**src/rtl/dds_phase_sweeper.sv**
```systemverilog
// Frequency-sweep sequencer for a DDS Compiler streaming phase-increment channel.
// Emits a staircase of phase increments from a start to a stop value, each held for a dwell time.
module dds_phase_sweeper #(
    parameter int PHASE_W = 16,
    parameter int DWELL_W = 24
) (
    input  logic               aclk,
    input  logic               aresetn,
    input  logic               start,
    input  logic               abort,
    input  logic [PHASE_W-1:0] cfg_start_inc,
    input  logic [PHASE_W-1:0] cfg_stop_inc,
    input  logic [PHASE_W-1:0] cfg_step,
    input  logic [DWELL_W-1:0] cfg_dwell,
    input  logic               cfg_repeat,
    output logic               busy,
    output logic               done,
    output logic               m_axis_phase_tvalid,
    output logic [PHASE_W-1:0] m_axis_phase_tdata
);

    typedef enum logic {
        S_IDLE  = 1'b0,
        S_SWEEP = 1'b1
    } state_t;

    state_t             r_state;
    state_t             w_state_nxt;

    logic [PHASE_W-1:0] r_start_inc;
    logic [PHASE_W-1:0] r_stop_inc;
    logic [PHASE_W-1:0] r_step;
    logic [DWELL_W-1:0] r_dwell_last;
    logic               r_repeat;
    logic               r_down;

    logic [PHASE_W-1:0] r_cur;
    logic [DWELL_W-1:0] r_cnt;
    logic               r_done;

    logic [PHASE_W-1:0] w_cur_nxt;
    logic [DWELL_W-1:0] w_cnt_nxt;
    logic               w_done_nxt;
    logic               w_load;

    logic [PHASE_W:0]   w_sum;
    logic [PHASE_W:0]   w_diff;
    logic               w_past_up;
    logic               w_past_down;
    logic [PHASE_W-1:0] w_step_val;
    logic               w_at_stop;
    logic               w_dwell_end;
    logic [DWELL_W-1:0] w_dwell_last_in;

    // The extra top bit of w_sum / w_diff catches overflow and underflow, so the
    // staircase never wraps and always lands exactly on the stop value.
    assign w_sum       = {1'b0, r_cur} + {1'b0, r_step};
    assign w_diff      = {1'b0, r_cur} - {1'b0, r_step};
    assign w_past_up   = (w_sum > {1'b0, r_stop_inc});
    assign w_past_down = w_diff[PHASE_W] || (w_diff[PHASE_W-1:0] < r_stop_inc);
    assign w_at_stop   = (r_cur == r_stop_inc);
    assign w_dwell_end = (r_cnt == r_dwell_last);

    always_comb begin
        w_step_val = w_sum[PHASE_W-1:0];
        if (r_down) begin
            w_step_val = w_past_down ? r_stop_inc : w_diff[PHASE_W-1:0];
        end else if (w_past_up) begin
            w_step_val = r_stop_inc;
        end
    end

    // A dwell of 0 behaves as 1, so the terminal count is stored as max(dwell,1)-1.
    assign w_dwell_last_in = (cfg_dwell == '0) ? '0 : (cfg_dwell - DWELL_W'(1));

    always_ff @(posedge aclk or negedge aresetn) begin
        if (!aresetn) begin
            r_state <= S_IDLE;
            r_cur   <= '0;
            r_cnt   <= '0;
            r_done  <= 1'b0;
        end else begin
            r_state <= w_state_nxt;
            r_cur   <= w_cur_nxt;
            r_cnt   <= w_cnt_nxt;
            r_done  <= w_done_nxt;
        end
    end

    // Abort outranks everything; start is only honoured from IDLE.
    always_comb begin
        w_state_nxt = r_state;
        w_cur_nxt   = r_cur;
        w_cnt_nxt   = r_cnt;
        w_done_nxt  = 1'b0;
        w_load      = 1'b0;
        if (abort) begin
            w_state_nxt = S_IDLE;
            w_cnt_nxt   = '0;
        end else begin
            case (r_state)
                S_IDLE: begin
                    if (start) begin
                        w_state_nxt = S_SWEEP;
                        w_load      = 1'b1;
                        w_cur_nxt   = cfg_start_inc;
                        w_cnt_nxt   = '0;
                    end
                end
                S_SWEEP: begin
                    if (w_dwell_end) begin
                        w_cnt_nxt = '0;
                        if (r_step == '0) begin
                            w_cur_nxt = r_cur;
                        end else if (w_at_stop) begin
                            if (r_repeat) begin
                                w_cur_nxt = r_start_inc;
                            end else begin
                                w_state_nxt = S_IDLE;
                                w_done_nxt  = 1'b1;
                            end
                        end else begin
                            w_cur_nxt = w_step_val;
                        end
                    end else begin
                        w_cnt_nxt = r_cnt + DWELL_W'(1);
                    end
                end
                default: begin
                    w_state_nxt = S_IDLE;
                end
            endcase
        end
    end

    always_ff @(posedge aclk or negedge aresetn) begin
        if (!aresetn) begin
            r_start_inc  <= '0;
            r_stop_inc   <= '0;
            r_step       <= '0;
            r_dwell_last <= '0;
            r_repeat     <= 1'b0;
            r_down       <= 1'b0;
        end else if (w_load) begin
            r_start_inc  <= cfg_start_inc;
            r_stop_inc   <= cfg_stop_inc;
            r_step       <= cfg_step;
            r_dwell_last <= w_dwell_last_in;
            r_repeat     <= cfg_repeat;
            r_down       <= (cfg_start_inc > cfg_stop_inc);
        end
    end

    // The phase channel has no tready: tvalid stays high for the whole sweep and
    // the DDS consumes tdata on every cycle it is high.
    assign busy                = (r_state == S_SWEEP);
    assign m_axis_phase_tvalid = (r_state == S_SWEEP);
    assign m_axis_phase_tdata  = r_cur;
    assign done                = r_done;

endmodule

```
**config.mk**
```make
export PLATFORM = sky130hd
export DESIGN_NAME = dds_phase_sweeper
export DESIGN_NICKNAME = d
export VERILOG_FILES = /design/src/rtl/dds_phase_sweeper.sv
export SDC_FILE = /design/constraint.sdc
export NUM_CORES = 1
export LEC_CHECK = 0
export BUFFER_PORTS_ARGS = -buffer_cell sky130_fd_sc_hd__clkbuf_2
export CAP_MARGIN = 20
export CORE_MARGIN = 5
export CORE_UTILIZATION = 60
export CTS_CLUSTER_DIAMETER = 60
export DETAILED_ROUTE_END_ITERATION = 12
export GPL_ROUTABILITY_DRIVEN = 0
export HOLD_SLACK_MARGIN = 0.08
export PLACE_DENSITY = 0.93
export SYNTH_ARGS = -nofsm -noshare
export SYNTH_HDL_FRONTEND = slang
export SYNTH_SLANG_ARGS = --single-unit
```
**constraint.sdc**
```tcl
create_clock -name aclk -period 4.85 [get_ports aclk]
set_clock_uncertainty 0.15 [all_clocks]
set_input_delay 0.7275 -clock aclk [delete_from_list [all_inputs] [get_ports aclk]]
set_output_delay 0.7275 -clock aclk [all_outputs]
set_load 0.01 [all_outputs]
```
# After elaboration in Yosys (flattened, before gate mapping)
# Index checks and enable logic that the tools add are counted.
# Widths: inputs -> output; s select.
[word_totals]
input_bits = 77
register_bits = 116
wordCells = 59
output_inout_bits = 19
[op_classes]
n_lt_le_gt_ge = 3
n_addsub = 4
n_reduce_logical = 4
eq_ne = 7
mux = 29
bitwise = 2
[ops]
columns = ["cell", "count"]
rows = [
  ["$mux 16", 8],
  ["$mux 24", 4],
  ["$pmux 24 s2", 1],
  ["$pmux 16 s2", 1],
  ["$add 24x1->24 const B", 1],
  ["$eq 24x24->1", 1],
  ["$logic_not 24->1", 1],
  ["$sub 24x1->24 const B", 1],
  ["$add 16x16->17", 1],
  ["$gt 17x16->1", 1],
  ["$sub 16x16->17", 1],
  ["$eq 16x16->1", 1],
  ["$gt 16x16->1", 1],
  ["$logic_not 16->1", 1],
  ["$lt 16x16->1", 1],
  ["$mux 1", 14],
  ["$ne 3x3->1 const B", 2],
  ["$reduce_and 5->1", 1],
  ["$ne 2x2->1 const B", 2],
  ["$ne 2x1->1 const B", 1],
  ["$not 1->1", 2],
  ["$pmux 1 s2", 1],
  ["$logic_or 1x1->1", 1],
]

# Depth between registers and ports, before layout
[depth]
depth_word = 9
depth_mapped = 20

# Worst setup path after synthesis
# OpenSTA, ideal clock, no wires.
[synth_timing]
path_kind = "register to register"
startpoint = "reg r_cur[5], in the netlist m_axis_phase_tdata[5]"
endpoint = "reg r_cur[3], in the netlist m_axis_phase_tdata[3]"
path_slack_ns = 0.460
arrival_ns = 4.113
t_required_ns = 4.573
stages_incl_launch_ff = 16
setup_time_ns = 0.127
n_path_buf = 1
synth_period_minus_slack_ns = 4.390
path_cell_list = "dfrtp_1 > ha_1 > buf_4 > or3b_1 > and3_1 > a2111oi_0 > o31ai_1 > xnor2_1 > ha_1 > a41oi_1 > o221ai_1 > o31a_1 > nor3_2 > mux2_2 > o22ai_1 > o21ai_1"
[synth_via]
elab_chain_len = 9
elab_cells_between_ends = 15
classes_between = "2 x add/sub; 2 x order compare; 2 x eq/ne; 7 x mux; 2 x reduce/logical"
[synth_lines]
columns = ["element", "line", "rtl"]
rows = [
  ["start, declared", "37", "logic [PHASE_W-1:0] r_cur;"],
  ["start signal, assigned", "84", "r_cur <= w_cur_nxt;"],
  ["$sub 16x16->17", "58", "assign w_diff = {1'b0, r_cur} - {1'b0, r_step};"],
  ["$lt 16x16->1", "60", "assign w_past_down = w_diff[PHASE_W] || (w_diff[PHASE_W-1:0] < r_stop_inc);"],
  ["$logic_or 1x1->1", "60", ""],
  ["$mux 16", "67", "w_step_val = w_past_down ? r_stop_inc : w_diff[PHASE_W-1:0];"],
  ["$mux 16", "66", "if (r_down) begin"],
  ["$mux 16", "115", "end else if (w_at_stop) begin"],
  ["$mux 16", "113", "if (r_step == '0) begin"],
  ["$mux 16", "111", "if (w_dwell_end) begin"],
  ["$pmux 16 s2", "101", "case (r_state)"],
]
# Parallel ways exist; a longest one is shown, timed or not. The select of a mux whose other input is x is not followed.
# A chain may end at the register's enable or synchronous reset.

# Worst setup path after layout
[layout_timing]
startpoint = "reg r_cur[0], in the netlist m_axis_phase_tdata[0]"
endpoint = "reg r_cur[10], in the netlist m_axis_phase_tdata[10]"
# Same word-level chain as after synthesis.

==> impl_metrics.json <==
{
  "path_clk_slew_ps": 70,
  "syn_area_per_cell_um2": 8.35,
  "dr.first_iter.drc_count": 1790,
  "drc_errors": 0,
  "initial_core_util_pct": 60.6,
  "dp.cells": 1315,
  "ios": 96,
  "firstDrtPassIters": 7,
  "root_buffer": "clkbuf_16",
  "fin_crit_ps": 4800,
  "overflow": 0,
  "outcome": "completed",
  "whs_ps": 330,
  "power_w": 0.00507,
  "synth-seq-cells": 116,
  "path_max_fanout": 5,
  "numCtsBuffers": 17,
  "numPortBuffers": 95,
  "rows": 44,
  "synth_nets": 1208,
  "setup_slack_ps": 54.9,
  "synth_area_mm2": 0.00875,
  "cp.depth": 15,
  "max_freq_ghz": 0.209,
  "maxCapViolCount": 0,
  "synthCells": 1048,
  "hold_viol_final": 0,
  "startpoint_type": "flip-flop",
  "crit_buf_inv": 0,
  "multi_input_area_mm2": 0.00547,
  "wirelength_um": 27700,
  "wl_met2_um": 11600,
  "setup_violations": 0,
  "dieArea_mm2": 0.0171,
  "cp_top_family": "compound AO/OA/AOI/OAI gates",
  "area.growth.synth_to_final_pct": 17.2,
  "tightest_slew_ps": 1070,
  "yosysSeqAreaShare_pct": 33.2,
  "ys.flop_type": "dfrtp_1",
  "routedWlPerCell_um": 20.5,
  "place_area_mm2": 0.00950,
  "post-route-period-util_pct": 98.9,
  "reg2reg_setup_slack_ps": 50,
  "cts_sinks": 116,
  "grt_pass1_vias": 8428,
  "postRouteAntennaNets": 0,
  "drive_gt1_share_pct": 16.7,
  "end_kind": "flip-flop",
  "relSlewSlack_pct": 28.4,
  "r2r_cells": 15,
  "grt_pass1_wl_um": 42900,
  "core-area_mm2": 0.0144,
  "place_ws_ps": 95.8,
  "clk_path_buf_depth": 2,
  "seqCellArea_mm2": 0.00291,
  "grt_max_degree": 64,
  "clock_latency_ps": 430,
  "ys_types": 64,
  "slowest_stage": "or4_4",
  "antenna_found_initial": 1,
  "synthArstFlopShare_pct": 100,
  "drv_slew": 0,
  "vias_per_cell": 6.68,
  "cp.arrival_ps": 4980,
  "mostFrequentLayoutCells": "nand2_1 (144), dfrtp_1 (114), clkbuf_2 (94)",
  "p_leak_nw": 4.69,
  "critPathKind": "reg2reg",
  "finalInstanceArea_mm2": 0.0102,
  "dpl.hpwl_um": 19700,
  "peakVddDrop_mv": 0.355,
  "fin_cells": 1353,
  "cts_tree": "built",
  "die_h_um": 131,
  "startpoint": "m_axis_phase_tdata[0]$_DFFE_PN0P_",
  "crit_end": "m_axis_phase_tdata[10]$_DFFE_PN0P_",
  "grt_usage_pct": 32.0,
  "htreeDepth": 4,
  "cpPeakStageDelay_ps": 540,
  "n_fill_cell": 996,
  "required_ps": 5030,
  "final_common_cell": "nand2_1",
  "timing.rr.end": "m_axis_phase_tdata[10]$_DFFE_PN0P_",
  "hold_class": "reg2reg",
  "finalNetCount": 1316,
  "r2r_start": "m_axis_phase_tdata[0]$_DFFE_PN0P_",
  "wl_met3_um": 3970,
  "cp_cell_sequence": "ha_1 -> fa_1 -> nor2b_1 -> o31ai_2 -> o311ai_0 -> xnor2_1 -> ha_1 -> a211oi_2 -> nor2_1 -> o31a_1 -> o31a_1 -> or4_4 -> nand2_2 -> nor2_1 -> o41ai_2",
  "met1Wirelength_um": 10700,
  "power.density_mw_per_mm2": 495,
  "synth_edf_count": 0,
  "ys_warn_count": 0,
  "vias": 9041,
  "topRoutingLayerUsed": "met4",
  "die_w_um": 131
}
synthesized netlist by cell type (13+ instances only):
cell | instances | area [µm²]
ha_1 | 81 | 1010
o31ai_1 | 13 | 97.6
nand4_1 | 21 | 131
o21ai_0 | 90 | 450
xnor2_1 | 69 | 604
nor2_1 | 69 | 259
nor3_1 | 26 | 130
inv_1 | 79 | 297
xor2_1 | 28 | 245
nor4_1 | 18 | 113
nand3_1 | 18 | 90.1
nand2_1 | 145 | 544
clkbuf_1 | 26 | 97.6
nor2b_1 | 13 | 81.3
dfrtp_1 | 116 | 2900
a21oi_1 | 53 | 265
metal layers:
layer | vias up | global-route usage (%)
li1 | 3942 | -
met1 | 4140 | 44.6
met2 | 770 | 46.5
met3 | 189 | 8.66
met4 | 0 | 14.8
met5 | - | 0
report_power, final:
| group | internal (W) | total [W] | switching (W) |
|---|---|---|---|
| sequential | 0.00110 | 0.00127 | 0.000165 |
| clock | 0.000848 | 0.00134 | 0.000489 |
| combinational | 0.000978 | 0.00246 | 0.00149 |
| total | 0.00293 | 0.00507 | 0.00214 |
sequential cells by signal (all words and copies together) (netlist names):
name / cells
r_step: 16
r_stop_inc: 16
r_down: 1
r_dwell_last: 24
r_repeat: 1
r_cnt: 24
done: 1
m_axis_phase_tdata: 16
busy: 1
r_start_inc: 16
what timing repair did:
action / in CTS / in global routing
hold endpoints to repair: 2 / 0
setup buffers: 0 / 5
setup endpoints to repair: 0 / 16
hold buffers: 1 / 0
resized for setup: 0 / 24
tightest hold or removal path: cells and delay by family (launching register included):
kind	cells	cell delay, ps
flops	1	340
simple gates	2	110
how the worst min path moves through the flow:
stage | start | end | depth (start not counted)
2_1_floorplan | aresetn | busy$_DFF_PN0_ | 0
3_3_place_gp | r_start_inc[7]$_DFFE_PN0P_ | r_start_inc[7]$_DFFE_PN0P_ | 2
3_5_place_dp | r_start_inc[12]$_DFFE_PN0P_ | r_start_inc[12]$_DFFE_PN0P_ | 2
4_1_cts | r_start_inc[11]$_DFFE_PN0P_ | r_start_inc[11]$_DFFE_PN0P_ | 2
5_1_grt | cfg_repeat | r_repeat$_DFFE_PN0P_ | 3
6_report | r_start_inc[11]$_DFFE_PN0P_ | r_start_inc[11]$_DFFE_PN0P_ | 2
layout make-up:
| cell class | instances | area share (%) |
|---|---|---|
| Sequential cell | 116 | 28.4 |
| Timing Repair Buffer | 127 | 7.03 |
| Inverter | 80 | 2.93 |
| Multi-Input combinational cell | 814 | 53.4 |
| Antenna cell | 1 | 0.0244 |
| Clock inverter | 11 | 1.47 |
| Clock buffer | 20 | 4.55 |
| Tap cell | 184 | 2.25 |
per-stage QoR:
step                util [%]  setup TNS, ps
detailed placement      65.9              0
finish                  71.0              0
floorplan                  -              0
global route            71.0           -600
global placement        65.9              0
CTS                     70.2              0
cell families (layout without fill, tap and decap cells):
logic type,Yosys count,in the layout,synth area share [%]
compound gates,256,256,18.4
xor+xnor,97,97,9.71
fa+ha+maj,83,83,12.0
buf+inv,118,238,5.22
flops,116,116,33.2
mux,11,11,1.37
other cells,0,1,0
simple gates,367,367,20.1
Power figures use the tool's default switching activity.
